File: config.mk
export PLATFORM = sky130hd
export DESIGN_NAME = timer_counter
export DESIGN_NICKNAME = d
export VERILOG_FILES = /design/src/rtl/timer_counter_pkg.sv /design/src/rtl/timer_counter.sv
export SDC_FILE = /design/constraint.sdc
export NUM_CORES = 1
export LEC_CHECK = 0
export CAP_MARGIN = 30
export CORE_MARGIN = 4
export CORE_UTILIZATION = 55
export CTS_BUF_LIST = sky130_fd_sc_hd__clkbuf_2
export DETAILED_ROUTE_END_ITERATION = 7
export PLACE_DENSITY_LB_ADDON = 0.1
export SLEW_MARGIN = 20
export SYNTH_ARGS = -nofsm -noshare
export SYNTH_HDL_FRONTEND = slang
export SYNTH_SLANG_ARGS = --single-unit
File: constraint.sdc
create_clock -name clk -period 4.16 [get_ports clk]
set_input_delay 0.416 -clock clk [delete_from_list [all_inputs] [get_ports clk]]
set_output_delay 0.416 -clock clk [all_outputs]
set_load 0.01 [all_outputs]
File: src/rtl/timer_counter_pkg.sv
// Shared constants for the bus timer: register offsets, mode codes,
// FSM state encodings and the bridge address windows of TC0/TC1.
package timer_counter_pkg;

    localparam int unsigned DATA_W = 32;

    // Word offsets as decoded from Addr[3:2]
    localparam logic [1:0] OFF_CTRL   = 2'd0;
    localparam logic [1:0] OFF_PRESET = 2'd1;
    localparam logic [1:0] OFF_COUNT  = 2'd2;
    localparam logic [1:0] OFF_RSVD   = 2'd3;

    localparam logic [1:0] MODE_ONESHOT  = 2'b00;
    localparam logic [1:0] MODE_PERIODIC = 2'b01;

    localparam int unsigned CTRL_EN  = 0;
    localparam int unsigned CTRL_IM  = 3;

    typedef enum logic [1:0] {
        ST_IDLE = 2'd0,
        ST_LOAD = 2'd1,
        ST_CNT  = 2'd2,
        ST_INT  = 2'd3
    } tc_state_t;

    typedef struct packed {
        logic       im;
        logic [1:0] mode;
        logic       en;
    } tc_ctrl_t;

    localparam logic [31:0] TC0_ADDR_BEGIN = 32'h0000_7F00;
    localparam logic [31:0] TC0_ADDR_END   = 32'h0000_7F0B;
    localparam logic [31:0] TC1_ADDR_BEGIN = 32'h0000_7F10;
    localparam logic [31:0] TC1_ADDR_END   = 32'h0000_7F1B;

    function automatic logic is_periodic(input tc_ctrl_t c);
        return c.mode == MODE_PERIODIC;
    endfunction

endpackage

File: src/rtl/timer_counter.sv
// Bus-mapped down-counting timer with one-shot and periodic modes.
// One instance per timer; the bridge selects TC0/TC1 via WE qualification.
module timer_counter
    import timer_counter_pkg::*;
(
    input  logic        clk,
    input  logic        reset,
    input  logic [31:0] Addr,
    input  logic        WE,
    input  logic [31:0] Din,
    output logic [31:0] Dout,
    output logic        IRQ
);

    tc_state_t   state_q;
    tc_state_t   state_d;
    tc_ctrl_t    ctrl_q;
    tc_ctrl_t    ctrl_d;
    logic [31:0] preset_q;
    logic [31:0] preset_d;
    logic [31:0] count_q;
    logic [31:0] count_d;
    logic        irq_q;
    logic        irq_d;
    logic        en_clr;

    logic [1:0]  sel;
    logic        wr_ctrl;
    logic        wr_preset;
    logic        unused_addr;

    assign sel         = Addr[3:2];
    assign wr_ctrl     = WE && (sel == OFF_CTRL);
    assign wr_preset   = WE && (sel == OFF_PRESET);
    assign unused_addr = ^{Addr[31:4], Addr[1:0]};

    always_ff @(posedge clk or negedge reset) begin
        if (!reset) begin
            state_q  <= ST_IDLE;
            ctrl_q   <= '0;
            preset_q <= '0;
            count_q  <= '0;
            irq_q    <= 1'b0;
        end else begin
            state_q  <= state_d;
            ctrl_q   <= ctrl_d;
            preset_q <= preset_d;
            count_q  <= count_d;
            irq_q    <= irq_d;
        end
    end

    always_comb begin
        state_d = state_q;
        count_d = count_q;
        irq_d   = irq_q;
        en_clr  = 1'b0;
        unique case (state_q)
            ST_IDLE: begin
                if (ctrl_q.en) begin
                    state_d = ST_LOAD;
                end
            end
            ST_LOAD: begin
                count_d = preset_q;
                state_d = ST_CNT;
            end
            ST_CNT: begin
                if (!ctrl_q.en) begin
                    state_d = ST_IDLE;
                end else if (count_q > 32'd1) begin
                    count_d = count_q - 32'd1;
                end else begin
                    count_d = '0;
                    irq_d   = 1'b1;
                    state_d = ST_INT;
                end
            end
            ST_INT: begin
                // Periodic returns through IDLE, which reloads while EN holds
                if (is_periodic(ctrl_q)) begin
                    irq_d = 1'b0;
                end else begin
                    en_clr = 1'b1;
                end
                state_d = ST_IDLE;
            end
            default: state_d = ST_IDLE;
        endcase
        if (wr_ctrl || wr_preset) begin
            irq_d = 1'b0;
        end
    end

    // A CTRL write lands after the one-shot EN clear so software wins
    always_comb begin
        ctrl_d   = ctrl_q;
        preset_d = preset_q;
        if (en_clr) begin
            ctrl_d.en = 1'b0;
        end
        if (wr_ctrl) begin
            ctrl_d = tc_ctrl_t'(Din[3:0]);
        end
        if (wr_preset) begin
            preset_d = Din;
        end
    end

    always_comb begin
        Dout = '0;
        unique case (sel)
            OFF_CTRL:   Dout = {28'b0, ctrl_q};
            OFF_PRESET: Dout = preset_q;
            OFF_COUNT:  Dout = count_q;
            OFF_RSVD:   Dout = '0;
            default:    Dout = '0;
        endcase
    end

    assign IRQ = irq_q && ctrl_q.im;

endmodule

# == Word level (Yosys, flattened, before mapping) ==
# Index checks and enable logic that the tools add are counted.
# totals
output_inout_bits,33
rom_bits,0
elab_cells,51
mem_count,0
ram_bits,0
regBits,71
latch_bits,0
# op_classes
shifts,0
add_sub_neg,1
bitwise_logic,0
eq_ne,13
n_reduce_logical,12
mux,17
n_div,0
n_lt_le_gt_ge,1
mul,0
# ops
operator,count
$pmux 32 s4,1
$mux 32,2
$pmux 32 s2,1
$gt 32x1->1 const B,1
$sub 32x1->32 const B,1
$ne 3x3->1 const B,4
$eq 2x2->1 const B,4
$mux 1,8
$pmux 2 s4,1
$eq 2x1->1 const B,3
$mux 2,3
$logic_not 2->1,2
$ne 2x2->1 const B,2
$reduce_and 2->1,2
$reduce_and 4->1,1
$reduce_bool 2->1,2
$logic_and 1x1->1,3
$reduce_bool 3->1,1
$pmux 1 s2,1
$logic_or 1x1->1,1

# == Depth between registers and ports, before layout ==
# Gate-level depths: netlist of the first run.
# logic_depth
word_depth,5
mapped_depth,9
ltp_nobuf,7

# == Worst setup path after synthesis of the first run ==
# OpenSTA, ideal clock, no wires.
# synth_path
path_type,reg-to-reg
start,reg count_q[4]
end,reg count_q[28]
setup_time_ns,0.134
path_stages_with_launch,8
setup_slack_ns,1.503
arrival_time_ns,2.523
n_path_buf,2
path_cell_list,dfrtp_1 -> or4_4 -> or4_4 -> buf_6 -> o41a_1 -> buf_6 -> o221ai_2 -> o211ai_1
# synth_between
elab_chain_cells,4
# synth_rtl
element,line,text
start: declaration,timer_counter.sv:21,logic [31:0] count_q;
start signal: assignment,timer_counter.sv:48,count_q <= count_d;
$sub 32x1->32 or $gt 32x1->1 (tied branches),"timer_counter.sv:72, timer_counter.sv:71",
$mux 32 (*),timer_counter.sv:71,end else if (count_q > 32'd1) begin
$mux 32 (*),timer_counter.sv:69,if (!ctrl_q.en) begin
$pmux 32 s2 (*),timer_counter.sv:58,unique case (state_q)
# Every way passes the cells marked *; elsewhere a longest branch is shown, timed or not. The select of a mux whose other input is x is not followed.
# A chain may end at the register's enable or synchronous reset.

# == Worst setup path in the final report of the first run ==
# layout_path
start,reg count_q[10]
end,reg count_q[5]
# layout_between
elab_chain_cells,4
# layout_rtl
element,line
$gt 32x1->1,timer_counter.sv:71
$mux 32,timer_counter.sv:71
$mux 32,timer_counter.sv:69
$pmux 32 s2,timer_counter.sv:58
# Every way passes these cells. The select of a mux whose other input is x is not followed.

==> impl_metrics.yaml, run 1 <==
run_status:
  outcome: "completed"
clock_tree:
  clkSinkCount: 71
  cts_resized: 0
  cts_inserted_buffers: 9
  cts_tree: "done"
  clockRootBuffer: "clkbuf_2"
  htreeDepth: 3
  cts_buffer_depth: 2
  clk_latency_ps: 500
  path_clk_slew_ps: 210
critical_path:
  crit_slowest_cell: "o41ai_4"
  critPathLaunchType: "register"
  crit_arrival_ps: 3690
  worst_ep_required_time_ps: 4580
  path_cells: "or4_1 -> or4_4 -> o41ai_4 -> o21ai_0 -> a221o_1"
  critPathTopFamily: "compound AO/OA/AOI/OAI gates"
  worstSetupPathType: "reg2reg"
  path_buf_inv: 0
  end_kind: "register"
  critical_path.max_fanout: 13
  slowest_delay_ps: 920
  r2r_setup_slack_ps: 890
global_routing:
  gr-total-overflow: 0
  antenna_found_initial: 0
  gr-usage-met2_pct: 41.22
  grt_pass1_wl_um: 17910
  grt_util_all_layers_pct: 25.87
  grt_max_degree: 33
  grt.met1_usage_pct: 35.08
  grtUsageMet3_pct: 4.407
  grt_pass1_vias: 3547
  top_usage_layer: "met2"
synth:
  synth_cell_type_count: 56
  yosys.area_share.simple_pct: 18.36
  synth_fa_ha_area_share_pct: 0.6161
  synth_flop_cell: "dfrtp_1"
  synth_top_area_share_pct: 43.75
  synth-seq-cells: 71
  synth_compound_area_share_pct: 21.87
  synth_top_family_by_area: "compound AO/OA/AOI/OAI gates"
  synth-xor-area-share_pct: 0.2157
  async_reset_ff_share_pct: 100.0
  synth_edf_count: 0
  syn-instance-count: 398
  synth_nets: 467
  yosys_warnings: 0
  avgSynthCellArea_sq_um: 10.20
  syn_area_sq_um: 4061
  synth.largest_area_cell: "dfrtp_1"
  synth_mux_area_share_pct: 10.69
  ys_seq_area_share_pct: 43.75
  synth_area_leaders: "dfrtp_1, mux2_2, a22o_1, nand2_1, clkbuf_1"
floorplanning:
  io_pins: 100
  die_y_um: 93.93
  row_count: 31
  die-area_sq_um: 8823
  die_w_um: 93.93
  initial_utilization_pct: 56.30
  core_sq_um: 7214
final_layout:
  antenna_cells: 0
  syn2layout_area_growth_pct: 21.75
  fin_area_sq_um: 4945
  layout_common_cells: "dfrtp_1, clkdlybuf4s50_1, mux2_2"
  finalNetCount: 526
  final_common_cell: "dfrtp_1"
  fill_cells: 592
  drive_gt1_share_pct: 15.37
routing:
  drc_errors: 0
  totalWireLength_um: 10940
  vias_per_cell: 6.535
  num_vias: 3666
  ant_nets: 0
  wl_per_cell_um: 19.50
  drt-initial-drc-count: 297
  drtPass1Iterations: 5
run:
  maxCapViolations: 0
timing:
  skew_ps: 24.03
  slew_violations: 0
  post-route-min-period_ps: 3274
  tns_ps: 0
  fin_crit_sh_pct: 78.69
  setup_viol: 0
  worst_pin_slew_ps: 944.1
  max_freq_mhz: 305.5
  final-hold-violation-count: 0
  rsz0062_at_grt: "no"
  slew_headroom_pct: 36.85
min_path:
  hold_path.class: "in2async"
placement:
  gp_congestion: 0.9540
  io_buffers: 69
  place_area_sq_um: 4826
  dp_hpwl_um: 7564
power:
  power-per-cell-area_nw_per_um2: 573.4
  p_leak_uw: 0.001929
  ir_drop_v: 0.0003086
[through the flow]
stage | cells | worst slack [ps] | total power (uW) | util, % | hold WS (ps)
floorplan | 398 | 1503 | 2006 | - | 120.4
global placement | 542 | 1044 | 2369 | 66.41 | 502.7
detailed placement | 544 | 980.6 | 2430 | 66.89 | 356.5
CTS | 561 | 950.6 | 2819 | 68.54 | 302.0
global route | 561 | 789.7 | 3029 | 68.54 | 306.4
finish | 561 | 886.3 | 2836 | 68.54 | 320.1
[cell type report]
class                           instances  area, sq um  area share (%)
Timing Repair Buffer                   80        790.8           15.99
Inverter                               10        37.54          0.7591
Multi-Input combinational cell        285         2107           42.61
Clock inverter                          7        63.81           1.290
Sequential cell                        71         1777           35.93
Tap cell                               99        123.9           2.505
Clock buffer                            9        45.04          0.9109
[Yosys cell counts (9+ instances only)]
cell type,count
clkbuf_1,23
a21oi_1,17
nor2_1,10
mux2_2,35
inv_1,10
a22o_1,29
dfrtp_1,71
nor4_1,11
nand3_1,15
o21ai_0,16
nand2_1,27
or3_1,9
[sequential cells by signal (all words and copies together), names as in the netlist]
register,flops
ctrl_q,4
state_q,2
preset_q,32
count_q,32
irq_q,1
[layer usage]
metal / wire (um) / vias to the layer above / share of wire, %
met5: 0 / - / 0
met4: 237 / 0 / 2.2
met3: 785 / 30 / 7.2
met2: 5162 / 171 / 47
met1: 4757 / 1802 / 43
li1: - / 1663 / -
[report_power, final]
group	switching [uW]	internal (uW)	total [uW]
clock	250	132	382
sequential	310	907	1220
combinational	664	573	1240
total	1220	1610	2840
[worst register-to-register path: stages (launching register included)]
cell	delay, ps
dfrtp_1	470
or4_1	710
or4_4	560
o41ai_4	920
o21ai_0	220
a221o_1	330
[repair_timing]
action	in CTS	in global routing
setup buffers	0	0
hold endpoints to repair	12	0
hold buffers	1	0
[final timing paths]
check | start | to | depth (start not counted)
worst max register to register | count_q[10]$_DFFE_PN0P_ | count_q[5]$_DFFE_PN0P_ | 5
worst min register to register | preset_q[27]$_DFFE_PN0P_ | count_q[27]$_DFFE_PN0P_ | 2
worst max-delay path | count_q[10]$_DFFE_PN0P_ | count_q[5]$_DFFE_PN0P_ | 5
min in group clk | Din[0] | ctrl_q[0]$_DFFE_PN0P_ | 3
worst min-delay path | reset | preset_q[4]$_DFFE_PN0P_ | 2
max in group asynchronous | reset | preset_q[28]$_DFFE_PN0P_ | 3
[logic make-up after synthesis]
group                    Yosys count
buffers and inverters             42
AO/OA/AOI/OAI                    116
multiplexers                      39
AND/OR/NAND/NOR                  127
adder cells (fa/ha/maj)            2
flip-flops                        71
XOR/XNOR                           1
Power figures use the tool's default switching activity.
==> run 2: changes to the inputs <==
--- a/config.mk
+++ b/config.mk
@@ -7,7 +7,7 @@
 export LEC_CHECK = 0
 export CAP_MARGIN = 30
 export CORE_MARGIN = 4
-export CORE_UTILIZATION = 55
+export CORE_UTILIZATION = 51
 export CTS_BUF_LIST = sky130_fd_sc_hd__clkbuf_2
 export DETAILED_ROUTE_END_ITERATION = 7
 export PLACE_DENSITY_LB_ADDON = 0.1
==> constraint.sdc (replaced) <==
create_clock -name clk -period 3.1 [get_ports clk]
set_input_delay 0.31 -clock clk [delete_from_list [all_inputs] [get_ports clk]]
set_output_delay 0.31 -clock clk [all_outputs]
set_load 0.01 [all_outputs]
==> run 2 against run 1 <==
Net effect:
- non-clock buffer count is 9 higher
- sequential share of layout area is 0.45 points lower
- final area is 1.3% higher
- largest power group unchanged
- die area is 7.2% higher
- clock power is 34% higher
- wire length is 1.5% higher
==> impl_metrics.yaml, run 2 (synthesized netlist as in run 1, its figures left out) <==
clock_tree:
  clkSinkCount: 71
  htreeDepth: 3
  clk_latency_ps: 510
  cts_tree: "done"
  path_clk_slew_ps: 200
  cts_inserted_buffers: 9
  clockRootBuffer: "clkbuf_2"
  post_cts_buffers: 0
  cts_buffer_depth: 2
timing:
  hold_ws_ps: 369.6
  worst_pin_slew_ps: 771.1
  post-route-min-period_ps: 2926
  tns_ps: 0
  fin_crit_sh_pct: 94.40
  rsz0062_at_grt: "no"
  slew_headroom_pct: 48.48
  slew_violations: 0
  final-hold-violation-count: 0
  max_freq_mhz: 341.7
  skew_ps: 31.87
  setup_viol: 0
floorplanning:
  die_y_um: 97.24
  row_count: 32
  initial_utilization_pct: 52.56
  die-area_sq_um: 9456
  io_pins: 100
  core_sq_um: 7727
  die_w_um: 97.24
placement:
  dp_hpwl_um: 7474
  io_buffers: 69
  place_area_sq_um: 4890
  gp_congestion: 0.9179
critical_path:
  r2r_setup_slack_ps: 170
  crit_arrival_ps: 3310
  end_kind: "register"
  critPathLaunchType: "register"
  critical_path.max_fanout: 7
  worst_ep_required_time_ps: 3480
  worstSetupPathType: "reg2reg"
global_routing:
  grt_max_degree: 33
  grt_pass1_wl_um: 18640
  antenna_found_initial: 0
  grt_util_all_layers_pct: 23.99
  grt_pass1_vias: 3661
  gr-total-overflow: 0
routing:
  ant_nets: 0
  wl_per_cell_um: 19.38
  num_vias: 3680
  drtPass1Iterations: 5
  totalWireLength_um: 11110
  drc_errors: 0
  drt-initial-drc-count: 270
  vias_per_cell: 6.422
min_path:
  hold_path.class: "in2async"
final_layout:
  fin_area_sq_um: 5007
  drive_gt1_share_pct: 17.20
  finish.utilization_pct: 64.80
  antenna_cells: 0
  finalNetCount: 535
  layout_common_cells: "dfrtp_1, clkdlybuf4s50_1, mux2_2"
  syn2layout_area_growth_pct: 23.29
  final_common_cell: "dfrtp_1"
  fill_cells: 654
  largestRegisters: "count_q x32, preset_q x32, ctrl_q x4"
run:
  maxCapViolations: 0
run_status:
  outcome: "completed"
power:
  power_uw: 3883
  power-per-cell-area_nw_per_um2: 775.5
  ir_drop_v: 0.0003579
  p_leak_uw: 0.001986
-- run 2: final timing paths --
check | depth (start not counted) | from | end
hold reg to reg | 2 | preset_q[13]$_DFFE_PN0P_ | count_q[13]$_DFFE_PN0P_
setup reg to reg | 6 | count_q[5]$_DFFE_PN0P_ | count_q[7]$_DFFE_PN0P_
setup / recovery | 6 | count_q[5]$_DFFE_PN0P_ | count_q[7]$_DFFE_PN0P_
max in group asynchronous | 3 | reset | count_q[24]$_DFFE_PN0P_
min in group clk | 3 | Din[0] | ctrl_q[0]$_DFFE_PN0P_
hold / removal | 2 | reset | count_q[16]$_DFFE_PN0P_
-- run 2: through the flow --
stage,std cells,setup slack (ps)
after floorplan,398,442.5
after global placement,556,263.8
after detailed placement,556,225.6
after CTS,573,193.0
after global routing,573,90.32
final,573,173.6
-- run 2: where the power goes --
part	internal, uW	total (uW)	switching [uW]
Sequential	1220	1600	379
Clock	179	512	332
Combinational	836	1770	939
-- run 2: routing by layer --
layer	track usage (%)	vias up	part of all wire (%)
li1	-	1679	-
met1	32.40	1819	44
met2	38.96	163	47
met3	6.604	19	7.1
met4	4.899	0	1.4
met5	0	-	0
-- run 2: cell type report --
class                      instances  area, sq um  share of cell area, %
multi-input combinational        285         2113                  42.20
tap                              102        127.6                  2.549
timing repair buffer              89        850.8                  16.99
clock inverter                     6        51.30                  1.024
sequential                        71         1777                  35.48
inverter                          10        37.54                 0.7496
clock buffer                      10        50.05                 0.9995
-- run 2: repair_timing --
action                                 in CTS  in global routing
setup endpoints to repair                   0                  2
endpoints found under the hold margin      29                  0
resized for setup                           0                  1
hold buffers                                1                  0
-- run 2: critical path, cell delays in order (launching register included) --
cell and delay (ps):
dfrtp_1 450, or4_4 590, or4_4 620, o41ai_4 510, buf_4 240, nor3_1 60, or3_1 350
==> run 3: changes to the inputs <==
--- a/config.mk
+++ b/config.mk
@@ -6,7 +6,6 @@
 export NUM_CORES = 1
 export LEC_CHECK = 0
 export CAP_MARGIN = 30
-export CORE_MARGIN = 4
 export CORE_UTILIZATION = 51
 export CTS_BUF_LIST = sky130_fd_sc_hd__clkbuf_2
 export DETAILED_ROUTE_END_ITERATION = 7
==> run 3 against run 2 <==
Net effect:
- via count shrank 1.8%
- highest routed layer unchanged
- non-clock buffer count fell by 1
- clock skew decreased by 2.7 ps
- die area down 12%
- final area decreased by 0.22%
- hold slack got worse by 1.5 ps
- register-to-register slack gained 30 ps
- sequential power about the same
- maximum frequency up 1.0%
- global-route usage is 3.6 points higher
- critical endpoint unchanged
==> impl_metrics.yaml, run 3 (synthesized netlist as in run 1, its figures left out) <==
final_layout:
  layout_common_cells: "dfrtp_1, clkdlybuf4s50_1, mux2_2"
  syn2layout_area_growth_pct: 23.01
  antenna_cells: 0
  fin_cells: 572
  multi_input_area_sq_um: 2107
  seq_area_sq_um: 1777
  final_common_cell: "dfrtp_1"
  largestRegisters: "count_q x32, preset_q x32, ctrl_q x4"
  fill_cells: 650
  drive_gt1_share_pct: 17.23
  finalNetCount: 534
routing:
  drt-initial-drc-count: 239
  ant_nets: 0
  drc_errors: 0
  vias_per_cell: 6.320
  wl_per_cell_um: 18.58
  totalWireLength_um: 10630
  num_vias: 3615
  drtPass1Iterations: 5
global_routing:
  grt_pass1_vias: 3632
  grt_pass1_wl_um: 18150
  grt_max_degree: 37
  gr-total-overflow: 0
  antenna_found_initial: 0
  grt_util_all_layers_pct: 27.59
critical_path:
  crit_slowest_cell: "or4_4"
  path_buf_inv: 1
  cp-startpoint: "count_q[5]$_DFFE_PN0P_"
  crit_arrival_ps: 3300
  r2r_setup_slack_ps: 200
  worst_ep_required_time_ps: 3510
  critical_path.max_fanout: 10
  critPathTopFamily: "simple AND/OR/NAND/NOR gates"
  end_kind: "register"
  slowest_delay_ps: 620
  worstSetupPathType: "reg2reg"
  crit_top_cell: "or4_4"
  path_cells: "or4_4 -> or4_4 -> o41ai_4 -> buf_4 -> nor3_1 -> or3_1"
  critPathLaunchType: "register"
  r2r_start: "count_q[5]$_DFFE_PN0P_"
timing:
  rsz0062_at_grt: "no"
  fin_crit_sh_pct: 93.42
  slew_headroom_pct: 42.71
  post-route-min-period_ps: 2896
  skew_ps: 29.14
  slew_violations: 0
  setup_viol: 0
  worst_pin_slew_ps: 859.3
  max_freq_mhz: 345.3
  final-hold-violation-count: 0
  tns_ps: 0
min_path:
  hp-start: "Din[0]"
  hold_path.class: "in2reg"
clock_tree:
  clkSinkCount: 71
  path_clk_slew_ps: 220
  htreeDepth: 3
  postCtsHoldBufs: 1
  clockRootBuffer: "clkbuf_2"
  cts_resized: 0
  cts_tree: "done"
  cts_inserted_buffers: 9
  clk_latency_ps: 520
  post_cts_buffers: 0
  cts_buffer_depth: 2
power:
  ir_drop_v: 0.0003398
  p_comb_share_pct: 44.9
  clkPwrFrac_pct: 13.6
  p_leak_uw: 0.001984
  power.switching_uw: 1630
  sw_frac_of_total_pct: 42.30
  power.internal_uw: 2223
  power-per-cell-area_nw_per_um2: 771.1
  power_frac_seq_pct: 41.5
floorplanning:
  die_y_um: 91.24
  initial_utilization_pct: 52.56
  io_pins: 100
  core_sq_um: 7727
  row_count: 32
  die-area_sq_um: 8325
  die_w_um: 91.24
placement:
  gp_congestion: 0.9886
  io_buffers: 69
  dp_hpwl_um: 7144
  dp.cells: 555
run:
  maxCapViolations: 0
run_status:
  outcome: "completed"
-- run 3: changes by cell type in the layout (fill, tap and decap cells not counted) --
cell,delta
buf_4,-1
clkbuf_2,+1
clkinv_1,-2
clkinv_2,+1
nor4_1,+1
nor4_2,-1
-- run 3: per-layer routing --
layer  global-route usage, %  vias to the layer above  part of all wire, %
met5                       0                        -                    0
met3                   5.025                       13                  6.4
met1                   37.94                     1767                   45
li1                        -                     1690                    -
met2                   45.33                      145                   48
met4                   6.614                        0                 0.91
-- run 3: power groups by stage --
stage	combinational [uW]	clock, uW	sequential, uW
floorplan	1220	0	1480
global placement	1670	0	1600
detailed placement	1710	0	1610
CTS	1720	530	1590
global route	1910	558	1650
finish	1730	524	1600
-- run 3: cell type report --
type                    instances  area share [%]
clock buffers                  11           1.102
clock inverters                 5          0.9767
inverters                      10          0.7513
multi-input cells             285           42.17
flip-flops and latches         71           35.56
well taps                     102           2.554
repair buffers                 88           16.88
-- run 3: stage by stage --
step / hold slack [ps] / cell area, sq um / power [uW] / worst slack [ps] / utilization, %
after CTS: 350.0 / 4996 / 3842 / 235.9 / 64.65
final: 368.1 / 4996 / 3853 / 204.0 / 64.65
after detailed placement: 465.0 / 4882 / 3321 / 288.8 / 63.18
after global routing: 345.9 / 4996 / 4118 / 141.2 / 64.65
after floorplan: 14.41 / 4061 / 2692 / 442.5 / -
after global placement: 461.0 / 4882 / 3273 / 334.5 / 63.18
-- run 3: final timing paths --
| kind | end | depth (start not counted) |
|---|---|---|
| worst min register to register | count_q[31]$_DFFE_PN0P_ | 2 |
| worst min-delay path | ctrl_q[0]$_DFFE_PN0P_ | 3 |
| worst max-delay path | count_q[7]$_DFFE_PN0P_ | 6 |
| max in group asynchronous | count_q[23]$_DFFE_PN0P_ | 3 |
| min in group asynchronous | preset_q[6]$_DFFE_PN0P_ | 2 |
| worst max register to register | count_q[7]$_DFFE_PN0P_ | 6 |
-- run 3: worst reg2reg max path: stages, from the launching register on --
cell and delay [ps]:
dfrtp_1 470, or4_4 590, or4_4 620, o41ai_4 410
buf_4 260, nor3_1 80, or3_1 340
